`config.mk`:
```
export PLATFORM = sky130hd
export DESIGN_NAME = pipe_addsub_flat
export DESIGN_NICKNAME = d
export VERILOG_FILES = /design/src/rtl/pipe_addsub_if.sv /design/src/rtl/pipe_addsub.sv /design/src/flat_wrapper.sv
export SDC_FILE = /design/constraint.sdc
export NUM_CORES = 1
export LEC_CHECK = 0
export CAP_MARGIN = 20
export CORE_AREA = 8 8 76 58
export CTS_BUF_LIST = sky130_fd_sc_hd__clkbuf_16
export CTS_CLUSTER_SIZE = 8
export DETAILED_ROUTE_END_ITERATION = 12
export DIE_AREA = 0 0 84 66
export GPL_TIMING_DRIVEN = 0
export PLACE_DENSITY_LB_ADDON = 0.1
export REMOVE_ABC_BUFFERS = 1
export SLEW_MARGIN = 40
export SYNTH_ARGS = -nofsm -noshare
export SYNTH_HDL_FRONTEND = slang
export SYNTH_SLANG_ARGS = --single-unit
```
`constraint.sdc`:
```
create_clock -name clk -period 1.66 [get_ports clk]
set_input_delay 0.166 -clock clk [delete_from_list [all_inputs] [get_ports clk]]
set_output_delay 0.166 -clock clk [all_outputs]
set_load 0.1 [all_outputs]
```
`src/rtl/pipe_addsub_if.sv`:
```
`default_nettype none
// ============================================================================
// Module   : pipe_addsub_if
// Purpose  : Operand/result bundle for pipe_addsub. It carries the valid/ready
//            handshake on both sides, the operands, and the result flags.
// Modports : master - operand producer and result consumer (testbench or
//                     upstream/downstream logic)
//            slave  - the pipe_addsub datapath
// Signals  : in_valid/in_ready, op_sub, a, b, cin       (operand side)
//            out_valid/out_ready, sum, cout, ovf, zero  (result side)
// Revision : 1.0 - initial release
// ============================================================================
interface pipe_addsub_if #(
    parameter int WIDTH = 8
);
    logic             in_valid;
    logic             in_ready;
    logic             op_sub;
    logic [WIDTH-1:0] a;
    logic [WIDTH-1:0] b;
    logic             cin;
    logic             out_valid;
    logic             out_ready;
    logic [WIDTH-1:0] sum;
    logic             cout;
    logic             ovf;
    logic             zero;

    modport master (
        output in_valid, op_sub, a, b, cin, out_ready,
        input  in_ready, out_valid, sum, cout, ovf, zero
    );

    modport slave (
        input  in_valid, op_sub, a, b, cin, out_ready,
        output in_ready, out_valid, sum, cout, ovf, zero
    );
endinterface
`default_nettype wire

```
`src/rtl/pipe_addsub.sv`:
```
`default_nettype none
// ============================================================================
// Module   : pipe_addsub
// Purpose  : Pipelined WIDTH-bit adder/subtractor. The operation is split into
//            STAGES slices of SW = WIDTH/STAGES bits. Each stage adds one slice
//            and passes a registered carry to the next stage. The result
//            carries carry-out, signed overflow and zero flags. Both sides use
//            a valid/ready handshake, and backpressure stalls the whole pipe.
// Ports    : clk   - rising-edge clock
//            rst_n - asynchronous active-low reset
//            bus   - pipe_addsub_if.slave (operands, handshakes, result flags)
// Params   : WIDTH  - operand/result width, must be a multiple of STAGES
//            STAGES - pipeline depth and slice count (1..WIDTH)
// Options  : PIPE_ADDSUB_SAT_EN - when defined, a signed overflow clamps sum
//            to the signed extreme. ovf and cout still report the raw result.
// Revision : 1.0 - initial release
// ============================================================================
module pipe_addsub #(
    parameter int WIDTH  = 8,
    parameter int STAGES = 2
) (
    input  logic         clk,
    input  logic         rst_n,
    pipe_addsub_if.slave bus
);
    localparam int SW = WIDTH / STAGES;

    // Signed extremes used when saturation is built in.
    localparam logic [WIDTH-1:0] c_smax = {WIDTH{1'b1}} >> 1;
    localparam logic [WIDTH-1:0] c_smin = ~c_smax;

    // Per-stage pipeline registers. Index k holds the state after stage k.
    // r_a/r_b carry the full operands so that later stages can read their
    // own slice. r_s holds the sum slices built so far. For the last stage,
    // r_s holds the final (possibly saturated) sum.
    logic             r_v [STAGES];
    logic [WIDTH-1:0] r_a [STAGES];
    logic [WIDTH-1:0] r_b [STAGES];
    logic [WIDTH-1:0] r_s [STAGES];
    logic             r_c [STAGES];
    logic             r_ovf;
    logic             r_zero;

    // Stage inputs: stage 0 reads the bus, and stage k reads stage k-1.
    logic [WIDTH-1:0] w_a_src [STAGES];
    logic [WIDTH-1:0] w_b_src [STAGES];
    logic [WIDTH-1:0] w_s_src [STAGES];
    logic             w_c_src [STAGES];
    logic [WIDTH-1:0] w_s_nxt [STAGES];
    logic             w_c_nxt [STAGES];
    logic [SW:0]      w_slice;
    logic [WIDTH-1:0] w_raw;
    logic [WIDTH-1:0] w_fin;
    logic             w_a_msb;
    logic             w_ovf;
    logic             w_zero;
    logic             w_stall;

    // The whole pipe freezes only when a finished result is waiting. Bubbles
    // in the pipe therefore never block new operands.
    assign w_stall = r_v[STAGES-1] && !bus.out_ready;

    always_comb begin
        // Subtraction is a + ~b + !cin, so the carry-in becomes a borrow-in.
        w_a_src[0] = bus.a;
        w_b_src[0] = bus.op_sub ? ~bus.b : bus.b;
        w_c_src[0] = bus.op_sub ? ~bus.cin : bus.cin;
        w_s_src[0] = '0;
        for (int k = 1; k < STAGES; k++) begin
            w_a_src[k] = r_a[k-1];
            w_b_src[k] = r_b[k-1];
            w_s_src[k] = r_s[k-1];
            w_c_src[k] = r_c[k-1];
        end

        w_slice = '0;
        for (int k = 0; k < STAGES; k++) begin
            w_slice = {1'b0, w_a_src[k][k*SW +: SW]}
                    + {1'b0, w_b_src[k][k*SW +: SW]}
                    + {{SW{1'b0}}, w_c_src[k]};
            w_s_nxt[k]             = w_s_src[k];
            w_s_nxt[k][k*SW +: SW] = w_slice[SW-1:0];
            w_c_nxt[k]             = w_slice[SW];
        end
    end

    // Result flags for the last stage. Overflow compares A against the
    // effective B, which is already inverted for subtraction.
    always_comb begin
        w_raw   = w_s_nxt[STAGES-1];
        w_a_msb = w_a_src[STAGES-1][WIDTH-1];
        w_ovf   = (w_a_msb == w_b_src[STAGES-1][WIDTH-1]) &&
                  (w_raw[WIDTH-1] != w_a_msb);
`ifdef PIPE_ADDSUB_SAT_EN
        // The operands share a sign on overflow, so A's sign selects the
        // extreme to clamp to.
        w_fin   = w_ovf ? (w_a_msb ? c_smin : c_smax) : w_raw;
`else
        w_fin   = w_raw;
`endif
        w_zero  = (w_fin == '0);
    end

    always_ff @(posedge clk or negedge rst_n) begin
        if (!rst_n) begin
            for (int k = 0; k < STAGES; k++) begin
                r_v[k] <= 1'b0;
                r_a[k] <= '0;
                r_b[k] <= '0;
                r_s[k] <= '0;
                r_c[k] <= 1'b0;
            end
            r_ovf  <= 1'b0;
            r_zero <= 1'b0;
        end else if (!w_stall) begin
            // in_ready equals !w_stall, so every in_valid seen here is accepted.
            r_v[0] <= bus.in_valid;
            for (int k = 1; k < STAGES; k++) begin
                r_v[k] <= r_v[k-1];
            end
            for (int k = 0; k < STAGES; k++) begin
                r_a[k] <= w_a_src[k];
                r_b[k] <= w_b_src[k];
                r_s[k] <= w_s_nxt[k];
                r_c[k] <= w_c_nxt[k];
            end
            // The last stage stores the final sum instead of the raw slice sum.
            r_s[STAGES-1] <= w_fin;
            r_ovf         <= w_ovf;
            r_zero        <= w_zero;
        end
    end

    assign bus.in_ready  = !w_stall;
    assign bus.out_valid = r_v[STAGES-1];
    assign bus.sum       = r_s[STAGES-1];
    assign bus.cout      = r_c[STAGES-1];
    assign bus.ovf       = r_ovf;
    assign bus.zero      = r_zero;
endmodule
`default_nettype wire

```
`src/flat_wrapper.sv`:
```
// flat-port wrapper written by rule: the top's interface ports become plain ports
module pipe_addsub_flat 
#(
    parameter int WIDTH  = 8,
    parameter int STAGES = 2
)
  (clk, rst_n, bus_in_valid, bus_op_sub, bus_a, bus_b, bus_cin, bus_out_ready, bus_in_ready, bus_out_valid, bus_sum, bus_cout, bus_ovf, bus_zero);
  pipe_addsub_if #(.WIDTH(WIDTH)) bus_i ();
  input  logic clk;
  input  logic rst_n;
  input wire logic [$bits(bus_i.in_valid)-1:0] bus_in_valid;
  input wire logic [$bits(bus_i.op_sub)-1:0] bus_op_sub;
  input wire logic [$bits(bus_i.a)-1:0] bus_a;
  input wire logic [$bits(bus_i.b)-1:0] bus_b;
  input wire logic [$bits(bus_i.cin)-1:0] bus_cin;
  input wire logic [$bits(bus_i.out_ready)-1:0] bus_out_ready;
  output wire logic [$bits(bus_i.in_ready)-1:0] bus_in_ready;
  output wire logic [$bits(bus_i.out_valid)-1:0] bus_out_valid;
  output wire logic [$bits(bus_i.sum)-1:0] bus_sum;
  output wire logic [$bits(bus_i.cout)-1:0] bus_cout;
  output wire logic [$bits(bus_i.ovf)-1:0] bus_ovf;
  output wire logic [$bits(bus_i.zero)-1:0] bus_zero;
  assign bus_i.in_valid = bus_in_valid;
  assign bus_i.op_sub = bus_op_sub;
  assign bus_i.a = bus_a;
  assign bus_i.b = bus_b;
  assign bus_i.cin = bus_cin;
  assign bus_i.out_ready = bus_out_ready;
  assign bus_in_ready = bus_i.in_ready;
  assign bus_out_valid = bus_i.out_valid;
  assign bus_sum = bus_i.sum;
  assign bus_cout = bus_i.cout;
  assign bus_ovf = bus_i.ovf;
  assign bus_zero = bus_i.zero;
  pipe_addsub #(.WIDTH(WIDTH), .STAGES(STAGES)) u_core (.clk(clk), .rst_n(rst_n), .bus(bus_i));
endmodule
```
==> Yosys cells after proc, flatten, opt, wreduce, memory -nomap -nowiden <==
Cells that the tools add are included.
{ "totals": {"register_bits": 34, "word_cells": 25} }
{ "op_classes": {"add_sub_neg": 4, "eq_ne": 2, "mux": 2, "n_bitwise": 2, "n_reduce_logical": 5} }
{ "op_table": {"columns": ["operator", "count"], "rows": [
  ["adder 4 x 4 -> 5 bit", 2],
  ["adder 5 x 1 -> 5 bit", 2],
  ["logical NOT 8 bit", 1],
  ["2-to-1 mux 8 bit", 1],
  ["inverter 8 bit", 1],
  ["logical AND 1 bit", 2],
  ["logical NOT 1 bit", 2],
  ["== test 1 bit", 1],
  ["2-to-1 mux 1 bit", 1],
  ["inequality test 1 bit", 1],
  ["inverter 1 bit", 1]
]} }

==> Depth between registers and ports, before layout <==
{ "depth": {"ltp_word": 4, "depth_mapped": 7, "ltp_nobuf": 6} }

==> Worst setup path after synthesis <==
OpenSTA, ideal clock, no wires.
{ "synth_path": {"path_type": "register to register", "start": "reg u_core.r_v, in the netlist u_core.bus.out_valid", "end": "reg u_core.r_c, in the netlist u_core.bus.cout", "setup_time_ns": 0.187, "arrival_ns": 2.248, "t_required_ns": 1.473, "path_slack_ns": -0.775, "path_stages_with_launch": 5, "cell_sequence": "dfrtp_1 nor2b_1 inv_1 clkbuf_1 a21oi_1"} }
{ "synth_between": {"elab_chain_cells": 1} }
{ "synth_lines": {"columns": ["element", "line_no", "source"], "rows": [
  ["from (decl)", "pipe_addsub.sv:36", "logic r_v [STAGES];"],
  ["from (signal, indexed assignment)", "pipe_addsub.sv:119", "r_v[k] <= r_v[k-1];"],
  ["logical AND 1 bit", "pipe_addsub.sv:61", "assign w_stall = r_v[STAGES-1] && !bus.out_ready;"],
  ["to (signal, indexed assignment)", "pipe_addsub.sv:125", "r_c[k] <= w_c_nxt[k];"],
  ["to (decl)", "pipe_addsub.sv:40", "logic r_c [STAGES];"]
]} }
No other way between the ends.
A chain may end at the register's enable or synchronous reset.

==> Final worst setup path <==
{ "layout_path": {"start": "reg u_core.r_a[12] in the netlist's numbering", "end": "reg u_core.r_zero, in the netlist u_core.bus.zero"} }
{ "layout_between": {"elab_chain_cells": 3} }
{ "layout_lines": {"columns": ["element", "line_no", "source"], "rows": [
  ["from (decl)", "pipe_addsub.sv:37", "logic [WIDTH-1:0] r_a [STAGES];"],
  ["from (signal, indexed assignment)", "pipe_addsub.sv:122", "r_a[k] <= w_a_src[k];"],
  ["adder 4 x 4 -> 5 bit", "pipe_addsub.sv:79", "+ {1'b0, w_b_src[k][k*SW +: SW]}"],
  ["adder 5 x 1 -> 5 bit", "pipe_addsub.sv:80", "+ {{SW{1'b0}}, w_c_src[k]};"],
  ["logical NOT 8 bit", "pipe_addsub.sv:101", "w_zero = (w_fin == '0);"],
  ["to (signal assigned)", "pipe_addsub.sv:130", "r_zero <= w_zero;"],
  ["to (decl)", "pipe_addsub.sv:42", "logic r_zero;"]
]} }
No other way between the ends.

==> flow_summary.json <==
{
  "switching_share_pct": 48.5,
  "cts_buffers": 3,
  "hold_path_class": "in2reg",
  "clk_latency_ns": 0.25,
  "p_per_area_nw_per_um2": 1600,
  "fillers": 299,
  "totalWireLength_um": 2740,
  "ant_nets": 0,
  "dieArea_um2": 5540,
  "fin_tns_setup_ns": -0.343,
  "clkTransAtPathRegs_ns": 0.06,
  "port_buffers": 34,
  "drv_cap": 0,
  "dp_hpwl_um": 1990,
  "drt_iter0_markers": 21,
  "ys_types": 21,
  "arrival_ns": 2.03,
  "status": "finished, violations left",
  "first_pass_iters": 4,
  "grt_util_met2_pct": 15.8,
  "leakage_nw": 0.888,
  "yosysTopAreaCell": "dfrtp_1",
  "synth.area.top_cells": "dfrtp_1 48%, nand2_1 13%, fa_1 5.9%",
  "grt_antenna_before_repair": 0,
  "crit_type": "reg2reg",
  "synth_cells": 139,
  "h-tree-depth": 1,
  "finalHoldViolations": 0,
  "fmax_mhz": 546,
  "grt_pass1_vias": 992,
  "ys_seq_area_share_pct": 48.2,
  "worst_slew_pin_slew_ns": 0.561,
  "start_util_pct": 40.7,
  "relSlewSlack_pct": 62.6,
  "antenna_cells": 0,
  "coreArea_um2": 3310,
  "failed_checks": "negative setup slack",
  "die_w_um": 84,
  "startpoint_type": "flop",
  "min_period_over_period_pct": 110,
  "endpoint_kind": "flop",
  "clock-sinks": 26,
  "pin_count": 35,
  "area_delta_synth_final_pct": 34.3,
  "grt.met1_usage_pct": 12.7,
  "setup_ws_ns": -0.171,
  "peakVddDrop_uv": 997,
  "postSynthAreaPerCell_um2": 9.70,
  "grt_max_degree": 27,
  "grt_pass1_wl_um": 4620,
  "p_clk_share_pct": 17.9,
  "rsz0062_at_grt": "true",
  "placed_cells": 200,
  "power_frac_comb_pct": 51.0,
  "seq_area_um2": 651,
  "die_y_um": 66,
  "syn_area_um2": 1350,
  "grt_usage_pct": 10.1,
  "clock_path_buffers": 2,
  "p_sw_mw": 1.41,
  "skew_ns": 0.00328,
  "synth_warnings": 0,
  "cts-root-buf": "clkbuf_16",
  "drive_above_1_share_pct": 22.7,
  "grt-busiest-layer": "met2",
  "num_vias": 991,
  "p_seq_share_pct": 31.1,
  "wl_per_cell_um": 12.9,
  "overflow": 0,
  "multi_input_area_um2": 672,
  "synth-seq-cells": 26,
  "layout.nets": 205,
  "crit_required_ns": 1.86,
  "slew_violations": 0,
  "period_needed_ns": 1.83,
  "cts_tree": "built",
  "synth_top_area_share_pct": 48.2,
  "viasPerCell": 4.67,
  "drc_errors": 0,
  "cp_max_fo": 2,
  "p_int_mw": 1.50,
  "setup_viol": 3,
  "rows": 18,
  "r2r_cells": 6,
  "layoutNonFillerInstCount": 212,
  "finalPower_mw": 2.91,
  "min_path_cells": 4,
  "grt_use_met3_pct": 3.57,
  "place_congestion": 0.744
}
==> power by group through the flow <==
stage	logic [mW]	clock network (mW)	registers, mW
finish	1.48	0.520	0.905
global route	1.58	0.570	0.930
CTS	1.45	0.540	0.908
detailed placement	1.39	0	0.919
global placement	1.47	0	0.910
floorplan	0.360	0	1.65
==> flip-flops by register name (all words and copies together) (netlist names) <==
signal / count
u_core.bus.out_valid: 1
u_core.r_s: 4
u_core.bus.zero: 1
u_core.r_b: 4
u_core.r_c: 1
u_core.bus.sum: 8
u_core.bus.ovf: 1
u_core.r_v: 1
u_core.bus.cout: 1
u_core.r_a: 4
==> layout by cell type, fill, tap and decap left out, types with 2 or more instances in the layout <==
cell type        synthesis  layout
nand2_1                 48      48
dfrtp_1                 26      26
clkdlybuf4s50_1          0      16
buf_2                    1      13
buf_4                    8       8
o21ai_0                  7       6
ha_1                     6       6
xor2_1                   8       5
xnor2_1                  6       5
a21o_1                   4       4
a21oi_1                  6       4
fa_2                     0       4
xor2_2                   0       3
clkbuf_16                0       3
dlymetal6s2s_1           0       3
a21oi_2                  0       2
nor2_1                   2       2
==> metrics by stage <==
step | area, um^2 | util, % | setup slack (ns) | hold WS, ns
finish | 1810 | 54.7 | -0.171 | 0.353
global route | 1810 | 54.7 | -0.277 | 0.379
CTS | 1740 | 52.7 | -0.143 | 0.439
detailed placement | 1610 | 48.6 | -0.905 | 0.201
global placement | 1660 | 50.0 | -2.47 | 0.442
floorplan | 1260 | - | -1.93 | -0.130
==> per-layer routing <==
layer | share of wire, % | up-vias
li1 | - | 503
met1 | 48 | 467
met2 | 46 | 19
met3 | 4.8 | 2
met4 | 0.99 | 0
met5 | 0 | -
==> kinds of logic (layout without fill, tap and decap cells) <==
logic type	after synthesis	count (layout)	synth area share [%]
xor+xnor	14	14	9.09
flops	26	26	48.2
fa+ha+maj	10	10	11.5
compound gates	20	20	8.81
buf+inv	15	48	6.49
simple gates	54	54	15.9
==> Yosys cell counts <==
cell      instances
a21o_1            4
a21oi_1           6
a22o_1            1
buf_2             1
buf_4             8
clkbuf_1          5
dfrtp_1          26
fa_1              4
ha_1              6
inv_1             1
nand2_1          48
nand2b_1          1
nor2_1            2
nor2b_1           1
nor4_1            1
o21a_1            1
o21ai_0           7
o31ai_1           1
or4_1             1
xnor2_1           6
xor2_1            8
==> critical path, cell delays in order (launching register included) <==
cell and delay [ns]:
dfrtp_1 0.41, fa_2 0.43, fa_2 0.38, xnor2_2 0.15
nand2_1 0.09, nor4_2 0.17, a22o_1 0.16
==> worst paths after layout <==
kind | startpoint | end | slack, ns
max reg2reg | u_core.r_a[12]$_DFFE_PN0N_ | u_core.bus.zero$_DFFE_PN0N_ | -0.17
max | u_core.r_a[12]$_DFFE_PN0N_ | u_core.bus.zero$_DFFE_PN0N_ | -0.17
min reg2reg | u_core.bus.sum[3]$_DFFE_PN0N_ | u_core.bus.sum[3]$_DFFE_PN0N_ | 0.46
max in group asynchronous | rst_n | u_core.bus.sum[7]$_DFFE_PN0N_ | 0.86
min in group asynchronous | rst_n | u_core.r_a[15]$_DFFE_PN0N_ | 0.43
min | bus_a[0] | u_core.r_s[8]$_DFFE_PN0N_ | 0.35
==> layout make-up <==
type                            count  share of cell area, %
Multi-Input combinational cell     98                   37.1
Sequential cell                    26                   35.9
Timing Repair Buffer               42                   19.2
Clock buffer                        3                   4.14
Tap cell                           40                   2.76
Inverter                            1                  0.414
Timing Repair inverter              1                  0.276
Clock inverter                      1                  0.207
==> what timing repair did <==
| item | 4_1_cts | 5_1_grt |
|---|---|---|
| resized for setup | 11 | 13 |
| hold buffers | 1 | 0 |
| endpoints found under the setup margin | 10 | 9 |
| gates cloned | 1 | 0 |
| pin swaps | 4 | 8 |
| buffers inserted | 2 | 4 |
| endpoints found under the hold margin | 26 | 0 |
No activity file was read; power rests on OpenSTA's default activity.
